### config.mk
export PLATFORM = sky130hd
export DESIGN_NAME = fifo_flow_flat
export DESIGN_NICKNAME = d
export VERILOG_FILES = /design/src/rtl/fifo_flow_pkg.sv /design/src/rtl/fifo_flow_if.sv /design/src/rtl/fifo_flow_ram.sv /design/src/rtl/fifo_flow.sv /design/src/flat_wrapper.sv
export SDC_FILE = /design/constraint.sdc
export NUM_CORES = 1
export LEC_CHECK = 0
export BUFFER_PORTS_ARGS = -buffer_cell sky130_fd_sc_hd__clkbuf_2
export CORE_MARGIN = 2
export CORE_UTILIZATION = 38
export DETAILED_ROUTE_END_ITERATION = 8
export GPL_TIMING_DRIVEN = 0
export PLACE_DENSITY = 0.63
export SYNTH_ARGS = -nofsm -noshare
export SYNTH_HDL_FRONTEND = slang
export SYNTH_SLANG_ARGS = --single-unit
### constraint.sdc
create_clock -name clk -period 9 [get_ports clk]
set_input_delay 1.8 -clock clk [delete_from_list [all_inputs] [get_ports clk]]
set_output_delay 1.8 -clock clk [all_outputs]
set_load 0.03 [all_outputs]
### src/rtl/fifo_flow_pkg.sv
// fifo_flow shared widths, depth helper and error bit indices.
package fifo_flow_pkg;

  localparam int DATA_W_DEF = 6;
  localparam int ADDR_W_DEF = 4;

  localparam int ERR_OVF = 0;
  localparam int ERR_UNF = 1;

  function automatic int depth_of(input int aw);
    return 1 << aw;
  endfunction

endpackage

### src/rtl/fifo_flow_if.sv
// fifo_flow channel bundle: write/read handshake,
// thresholds, status and error flags.
interface fifo_flow_if
  import fifo_flow_pkg::*;
#(
  parameter int DATA_WIDTH = DATA_W_DEF,
  parameter int ADDR_WIDTH = ADDR_W_DEF
);

  logic                  push;
  logic [DATA_WIDTH-1:0] data_in;
  logic                  pop;
  logic [ADDR_WIDTH:0]   af_thresh;
  logic [ADDR_WIDTH:0]   ae_thresh;
  logic                  err_clr;

  logic [DATA_WIDTH-1:0] data_out;
  logic                  data_valid;
  logic [ADDR_WIDTH:0]   count;
  logic                  empty;
  logic                  full;
  logic                  almost_full;
  logic                  almost_empty;
  logic                  pause;
  logic                  err_overflow;
  logic                  err_underflow;

  modport master (
    output push, data_in, pop,
    output af_thresh, ae_thresh, err_clr,
    input  data_out, data_valid, count,
    input  empty, full, almost_full, almost_empty,
    input  pause, err_overflow, err_underflow
  );

  modport slave (
    input  push, data_in, pop,
    input  af_thresh, ae_thresh, err_clr,
    output data_out, data_valid, count,
    output empty, full, almost_full, almost_empty,
    output pause, err_overflow, err_underflow
  );

endinterface

### src/rtl/fifo_flow_ram.sv
// fifo_flow storage: sync write, async read, no reset.
module fifo_flow_ram #(
  parameter int DW = 6,
  parameter int AW = 4
) (
  input  logic          clk,
  input  logic          we,
  input  logic [AW-1:0] waddr,
  input  logic [DW-1:0] wdata,
  input  logic [AW-1:0] raddr,
  output logic [DW-1:0] rdata
);

  logic [DW-1:0] mem [2**AW];

  always_ff @(posedge clk) begin
    if (we) mem[waddr] <= wdata;
  end

  assign rdata = mem[raddr];

endmodule

### src/rtl/fifo_flow.sv
// fifo_flow: single-channel FIFO with thresholds,
// hysteretic pause and sticky error flags.
module fifo_flow
  import fifo_flow_pkg::*;
#(
  parameter int DATA_WIDTH = DATA_W_DEF,
  parameter int ADDR_WIDTH = ADDR_W_DEF
) (
  input logic        clk,
  input logic        reset_L,
  fifo_flow_if.slave bus
);

  typedef logic [ADDR_WIDTH:0] cnt_t;
  localparam cnt_t DEPTH_C = cnt_t'(depth_of(ADDR_WIDTH));

  logic [ADDR_WIDTH-1:0] wr_ptr;
  logic [ADDR_WIDTH-1:0] rd_ptr;
  cnt_t                  count_q;
  cnt_t                  count_next;
  logic [DATA_WIDTH-1:0] rd_data;
  logic [DATA_WIDTH-1:0] data_q;
  logic                  valid_q;
  logic                  pause_q;
  logic                  pause_next;
  logic [1:0]            err_q;
  logic [1:0]            err_set;
  logic [1:0]            err_next;
  logic                  empty;
  logic                  full;
  logic                  push_ok;
  logic                  pop_ok;

  assign empty   = (count_q == '0);
  assign full    = (count_q == DEPTH_C);
  assign pop_ok  = bus.pop & ~empty;
  assign push_ok = bus.push & (~full | pop_ok);

  always_comb begin
    count_next = count_q;
    unique case (1'b1)
      push_ok & ~pop_ok: count_next = count_q + 1'b1;
      pop_ok & ~push_ok: count_next = count_q - 1'b1;
      default: ;
    endcase
  end

  // Illegal ae>=af collapses to a plain compare.
  always_comb begin
    pause_next = pause_q;
    if (count_next >= bus.af_thresh)
      pause_next = 1'b1;
    else if (bus.ae_thresh >= bus.af_thresh)
      pause_next = 1'b0;
    else if (count_next <= bus.ae_thresh)
      pause_next = 1'b0;
  end

  always_comb begin
    err_set          = '0;
    err_set[ERR_OVF] = bus.push & ~push_ok;
    err_set[ERR_UNF] = bus.pop & ~pop_ok;
    err_next = (bus.err_clr ? 2'b00 : err_q) | err_set;
  end

  always_ff @(posedge clk or negedge reset_L) begin
    if (!reset_L) begin
      wr_ptr  <= '0;
      rd_ptr  <= '0;
      count_q <= '0;
      data_q  <= '0;
      valid_q <= 1'b0;
      pause_q <= 1'b0;
      err_q   <= '0;
    end else begin
      if (push_ok) wr_ptr <= wr_ptr + 1'b1;
      if (pop_ok) begin
        rd_ptr <= rd_ptr + 1'b1;
        data_q <= rd_data;
      end
      valid_q <= pop_ok;
      count_q <= count_next;
      pause_q <= pause_next;
      err_q   <= err_next;
    end
  end

  fifo_flow_ram #(
    .DW(DATA_WIDTH),
    .AW(ADDR_WIDTH)
  ) u_ram (
    .clk  (clk),
    .we   (push_ok),
    .waddr(wr_ptr),
    .wdata(bus.data_in),
    .raddr(rd_ptr),
    .rdata(rd_data)
  );

  assign bus.data_out      = data_q;
  assign bus.data_valid    = valid_q;
  assign bus.count         = count_q;
  assign bus.empty         = empty;
  assign bus.full          = full;
  assign bus.almost_full   = (count_q >= bus.af_thresh);
  assign bus.almost_empty  = ~empty &
                             (count_q <= bus.ae_thresh);
  assign bus.pause         = pause_q;
  assign bus.err_overflow  = err_q[ERR_OVF];
  assign bus.err_underflow = err_q[ERR_UNF];

endmodule

### src/flat_wrapper.sv
// flat-port wrapper written by rule: the top's interface ports become plain ports
module fifo_flow_flat import fifo_flow_pkg::*;
#(
  parameter int DATA_WIDTH = DATA_W_DEF,
  parameter int ADDR_WIDTH = ADDR_W_DEF
)
  (clk, reset_L, bus_push, bus_data_in, bus_pop, bus_af_thresh, bus_ae_thresh, bus_err_clr, bus_data_out, bus_data_valid, bus_count, bus_empty, bus_full, bus_almost_full, bus_almost_empty, bus_pause, bus_err_overflow, bus_err_underflow);
  fifo_flow_if #(.DATA_WIDTH(DATA_WIDTH), .ADDR_WIDTH(ADDR_WIDTH)) bus_i ();
  input logic clk;
  input logic reset_L;
  input wire logic [$bits(bus_i.push)-1:0] bus_push;
  input wire logic [$bits(bus_i.data_in)-1:0] bus_data_in;
  input wire logic [$bits(bus_i.pop)-1:0] bus_pop;
  input wire logic [$bits(bus_i.af_thresh)-1:0] bus_af_thresh;
  input wire logic [$bits(bus_i.ae_thresh)-1:0] bus_ae_thresh;
  input wire logic [$bits(bus_i.err_clr)-1:0] bus_err_clr;
  output wire logic [$bits(bus_i.data_out)-1:0] bus_data_out;
  output wire logic [$bits(bus_i.data_valid)-1:0] bus_data_valid;
  output wire logic [$bits(bus_i.count)-1:0] bus_count;
  output wire logic [$bits(bus_i.empty)-1:0] bus_empty;
  output wire logic [$bits(bus_i.full)-1:0] bus_full;
  output wire logic [$bits(bus_i.almost_full)-1:0] bus_almost_full;
  output wire logic [$bits(bus_i.almost_empty)-1:0] bus_almost_empty;
  output wire logic [$bits(bus_i.pause)-1:0] bus_pause;
  output wire logic [$bits(bus_i.err_overflow)-1:0] bus_err_overflow;
  output wire logic [$bits(bus_i.err_underflow)-1:0] bus_err_underflow;
  assign bus_i.push = bus_push;
  assign bus_i.data_in = bus_data_in;
  assign bus_i.pop = bus_pop;
  assign bus_i.af_thresh = bus_af_thresh;
  assign bus_i.ae_thresh = bus_ae_thresh;
  assign bus_i.err_clr = bus_err_clr;
  assign bus_data_out = bus_i.data_out;
  assign bus_data_valid = bus_i.data_valid;
  assign bus_count = bus_i.count;
  assign bus_empty = bus_i.empty;
  assign bus_full = bus_i.full;
  assign bus_almost_full = bus_i.almost_full;
  assign bus_almost_empty = bus_i.almost_empty;
  assign bus_pause = bus_i.pause;
  assign bus_err_overflow = bus_i.err_overflow;
  assign bus_err_underflow = bus_i.err_underflow;
  fifo_flow #(.DATA_WIDTH(DATA_WIDTH), .ADDR_WIDTH(ADDR_WIDTH)) u_core (.clk(clk), .reset_L(reset_L), .bus(bus_i));
endmodule
# Word level (Yosys, flattened, before mapping)
# Memories as Yosys holds them, arrays and structs flattened. A register that Yosys moved wholly into a read port is not among the register bits.
# Cells that the tools add are included.
classes:
  n_addsub: 4
  n_lt_le_gt_ge: 5
  n_eq_ne: 1
  muxes: 7
  bitwise_logic: 13
  reduce_logical: 3
op_table:
  columns: ["op", "count"]
  rows:
  - ["$ge A5 B5 Y1", 3]
  - ["$le A5 B5 Y1", 2]
  - ["$pmux W5 S2", 1]
  - ["$add A4 B1 Y4 const B", 2]
  - ["$and A1 B1 Y1", 7]
  - ["$add A5 B1 Y5 const B", 1]
  - ["$eq A5 B5 Y1 const B", 1]
  - ["$logic_not A5 Y1", 1]
  - ["$mux W1", 5]
  - ["$sub A5 B1 Y5 const B", 1]
  - ["$not A1 Y1", 4]
  - ["$reduce_bool A3 Y1", 1]
  - ["$mux W2", 1]
  - ["$or A2 B2 Y2", 1]
  - ["$logic_not A1 Y1", 1]
  - ["$or A1 B1 Y1", 1]
word_totals:
  reg_bits: 17
  ramBits: 96
  inputBits: 21
  n_memories: 1
memory_table:
  columns: ["name", "words", "word_bits", "rd", "rd_clocked_by_memory_dff", "write_ports", "line", "rtl"]
  rows:
  - ["u_core.u_ram.mem", 16, 6, 1, 1, 1, "fifo_flow_ram.sv:14", "logic [DW-1:0] mem [2**AW];"]

# Longest topological paths before layout
logic_depth:
  word_depth: 12
  depth_mapped: 15

# By module
# From an unflattened synthesis, not the netlist that was laid out.
hier_totals:
  cells_unflattened: 330
  area_unflattened_um2: 5435.2
modules_own_cells:
  columns: ["mod", "n_inst", "cells_per_inst", "area_per_inst_um2", "seq_area_each_um2"]
  rows:
  - ["fifo_flow_ram", 1, 172, 3774.9, 2882.8]
  - ["fifo_flow", 1, 158, 1660.3, 575.6]

# Worst setup path after synthesis
# Ideal clock, no wire load.
synth_path:
  kind: "input -> output"
  from: "in bus_ae_thresh[1]"
  to: "out bus_almost_empty"
  t_arrival_ps: 2990
  required_ps: 7200
  path_slack_ps: 4210
  stages: 7
  path_buffers: 0
  cell_sequence: "inv_1 ha_1 nor2b_1 o21a_1 o21ai_0 a21oi_1 nor2_1"
synth_via:
  elab_chain_cells: 2
synth_rtl:
  columns: ["item", "line", "rtl"]
  rows:
  - ["start: declaration", "flat_wrapper.sv:15", "input wire logic [$bits(bus_i.ae_thresh)-1:0] bus_ae_thresh;"]
  - ["$le A5 B5 Y1", "fifo_flow.sv:107", "(count_q <= bus.ae_thresh);"]
  - ["$and A1 B1 Y1", "fifo_flow.sv:106", "assign bus.almost_empty = ~empty &"]
  - ["end: declaration", "flat_wrapper.sv:23", "output wire logic [$bits(bus_i.almost_empty)-1:0] bus_almost_empty;"]
# No other way between the ends.

# Worst setup path in the final report
# Ends and elaborated chain as after synthesis.

==> results_dict.tcl <==
set metrics [dict create \
    wl_mm 11.0 \
    antenna_found_initial 0 \
    rows 43 \
    cts_buffer_depth 2 \
    syn_area_mm2 0.00542 \
    setup_violations 0 \
    syn-instance-count 334 \
    fill_cells 1214 \
    vias_per_cell 5.26 \
    drive_above_1_share_pct 27.9 \
    gr-usage-all-layers_pct 15.9 \
    grt_max_degree 24 \
    ys_seq_elements 119 \
    io_pins 40 \
    path_clk_slew_ns 0.05 \
    synth_nets 389 \
    cp_data_arrival_time_ns 3.11 \
    critPathKind "primary input to primary output" \
    crit_slowest_cell "ha_1" \
    synth_area_per_cell_um2 16.2 \
    yosysMostFrequentCell "edfxtp_1" \
    cts-root-buf "clkbuf_16" \
    reg2reg_slack_ns 4.49 \
    drv_slew 0 \
    initial_core_util_pct 39.0 \
    final_antenna_net_count 0 \
    hold_path.class "flop to flop" \
    relSlewSlack_pct 53.9 \
    yosysUniqueCellTypes 39 \
    syn2layout_area_growth_pct 18.9 \
    avgRoutedWirePerCell_um 18.8 \
    cp-end-kind "primary output" \
    synth-edff-count 96 \
    post-route-util_pct 46.4 \
    synthArstFlopShare_pct 19.3 \
    rsz0062_at_grt "false" \
    dpl.cell_count 553 \
    core_mm2 0.0139 \
    synth_top_area_share_pct 53.2 \
    antenna_cells 0 \
    post-route-period-util_pct 54.6 \
    ctsResizeCount 0 \
    dp_hpwl_mm 7.62 \
    period_needed_ns 4.91 \
    drt-initial-drc-count 203 \
    crit_required_ns 7.20 \
    numClockSinks 119 \
    irDropWorstVdd_uv 201 \
    cts_buffers 17 \
    status "finished, final reports clean" \
    pre_cts_ws_ns 3.84 \
    finalSetupTns_ns 0 \
    portBuffers 39 \
    finalWorstSetupSlack_ns 4.09 \
    htreeDepth 4 \
    dr.pass1.iters 5 \
    crit_chain "clkbuf_2 > inv_1 > ha_1 > nor2b_1 > o21a_1 > o21ai_0 > a21oi_1 > nor2_1 > clkbuf_2" \
    synthTopCellsByArea "edfxtp_1, dfrtp_1, mux4_2" \
    synth_common_cells "edfxtp_1, ha_1, mux4_2, dfrtp_1, inv_1" \
    slowest_delay_ns 0.28 \
    leakagePower_nw 2.45 \
    fin_skew_ns 0.0107 \
    nets 447 \
    ctsHoldBuffers 0 \
    synthFlopType "edfxtp_1" \
    postCtsSetupBuffers 0 \
    grt_pass1_wl_mm 17.6 \
    cap_viol_max_count 0 \
    critical_path.most_common_cell "clkbuf_2" \
    tightest_slew_ns 0.691 \
    cts_tree "built" \
    ys_seq_area_share_pct 63.8 \
    start_kind "primary input" \
    finalHoldViolCount 0 \
    synth.largest_area_cell "edfxtp_1" \
    gr-total-overflow 0 \
    dieArea_mm2 0.0152 \
    gp_congestion 0.795 \
    vias 3075 \
    crit_fanout 2 \
    whs_ns 0.536 \
    power_density_mw_per_mm2 337 \
    die_height_um 123 \
    insertion_delay_ns 0.40 \
    yosys_warnings 0 \
    drc 0 \
    fin_cells 585 \
    fp.dieW_um 123 \
    fmax_ghz 0.204 \
    grt_pass1_vias 3142 \
]
final cells by class:
type | count | area [µm²] | share of cell area, %
Buffer | 11 | 46.3 | 0.719
Clock buffer | 17 | 425 | 6.60
Clock inverter | 15 | 179 | 2.78
Inverter | 20 | 75.1 | 1.17
Multi-Input combinational cell | 184 | 1840 | 28.5
Sequential cell | 119 | 3460 | 53.7
Tap cell | 180 | 225 | 3.50
Timing Repair Buffer | 39 | 195 | 3.03
stage by stage:
stage / total power, W / area, µm²
2_1_floorplan: 0.00130 / 5420
3_3_place_gp: 0.00149 / 5840
3_5_place_dp: 0.00151 / 5840
4_1_cts: 0.00219 / 6440
5_1_grt: 0.00231 / 6440
6_report: 0.00217 / 6440
state kept, by name (all words and copies together) (netlist names):
signal and flops:
u_core.bus.count 5, u_core.bus.data_out 6, u_core.bus.data_valid 1, u_core.bus.pause 1
u_core.err_q 2, u_core.rd_ptr 4, u_core.u_ram.mem 96, u_core.wr_ptr 4
critical path, delay by kind of cell:
kind	cells	cell delay, ns
AND/OR/NAND/NOR	2	0.23
adder cells (fa/ha/maj)	1	0.28
AO/OA/AOI/OAI	3	0.43
buffers and inverters	3	0.38
metal layers:
layer	track usage, %	wire length (µm)
met4	4.83	79
met5	0	0
met3	4.06	409
met2	25.1	5430
met1	21.9	5080
layout by cell type (no fill, tap or decap), types with 7 or more instances in the layout:
cell       Yosys  layout
nand2_1        9       9
ha_1          33      33
o21ai_0       11      11
o22ai_1        7       7
inv_1         20      20
nor2_1        13      13
clkbuf_2       0      39
and2_1        12      12
mux2_2         7       7
nor2b_1        9       9
a21oi_1        7       7
clkbuf_16      0      17
mux4_2        24      24
dfrtp_1       23      23
edfxtp_1      96      96
xnor2_1        9       9
path summary, 6_finish.rpt:
kind                       depth (start not counted)           startpoint                     end
setup / recovery                                   9     bus_ae_thresh[1]        bus_almost_empty
hold / removal                                     2      u_core.err_q[1]         u_core.err_q[1]
setup reg to reg                                  14  u_core.bus.count[1]        u_core.bus.pause
hold reg to reg                                    2      u_core.err_q[1]         u_core.err_q[1]
max in group asynchronous                          1              reset_L         u_core.err_q[1]
min in group asynchronous                          1              reset_L  u_core.bus.data_out[4]
power by group:
group	internal (W)	switching, W
clock	0.000436	0.000242
combinational	0.000324	0.000420
sequential	0.000690	0.0000600
total	0.00145	0.000722
cells by family (layout without fill, tap and decap cells):
logic type	count (synthesis)	after routing	share of synthesized area, %
fa+ha+maj	34	34	7.99
compound gates	45	45	5.87
mux	35	35	12.4
xor+xnor	10	10	1.62
flops	119	119	63.8
simple gates	60	60	6.00
buf+inv	31	102	2.24
Power figures use the tool's default switching activity.
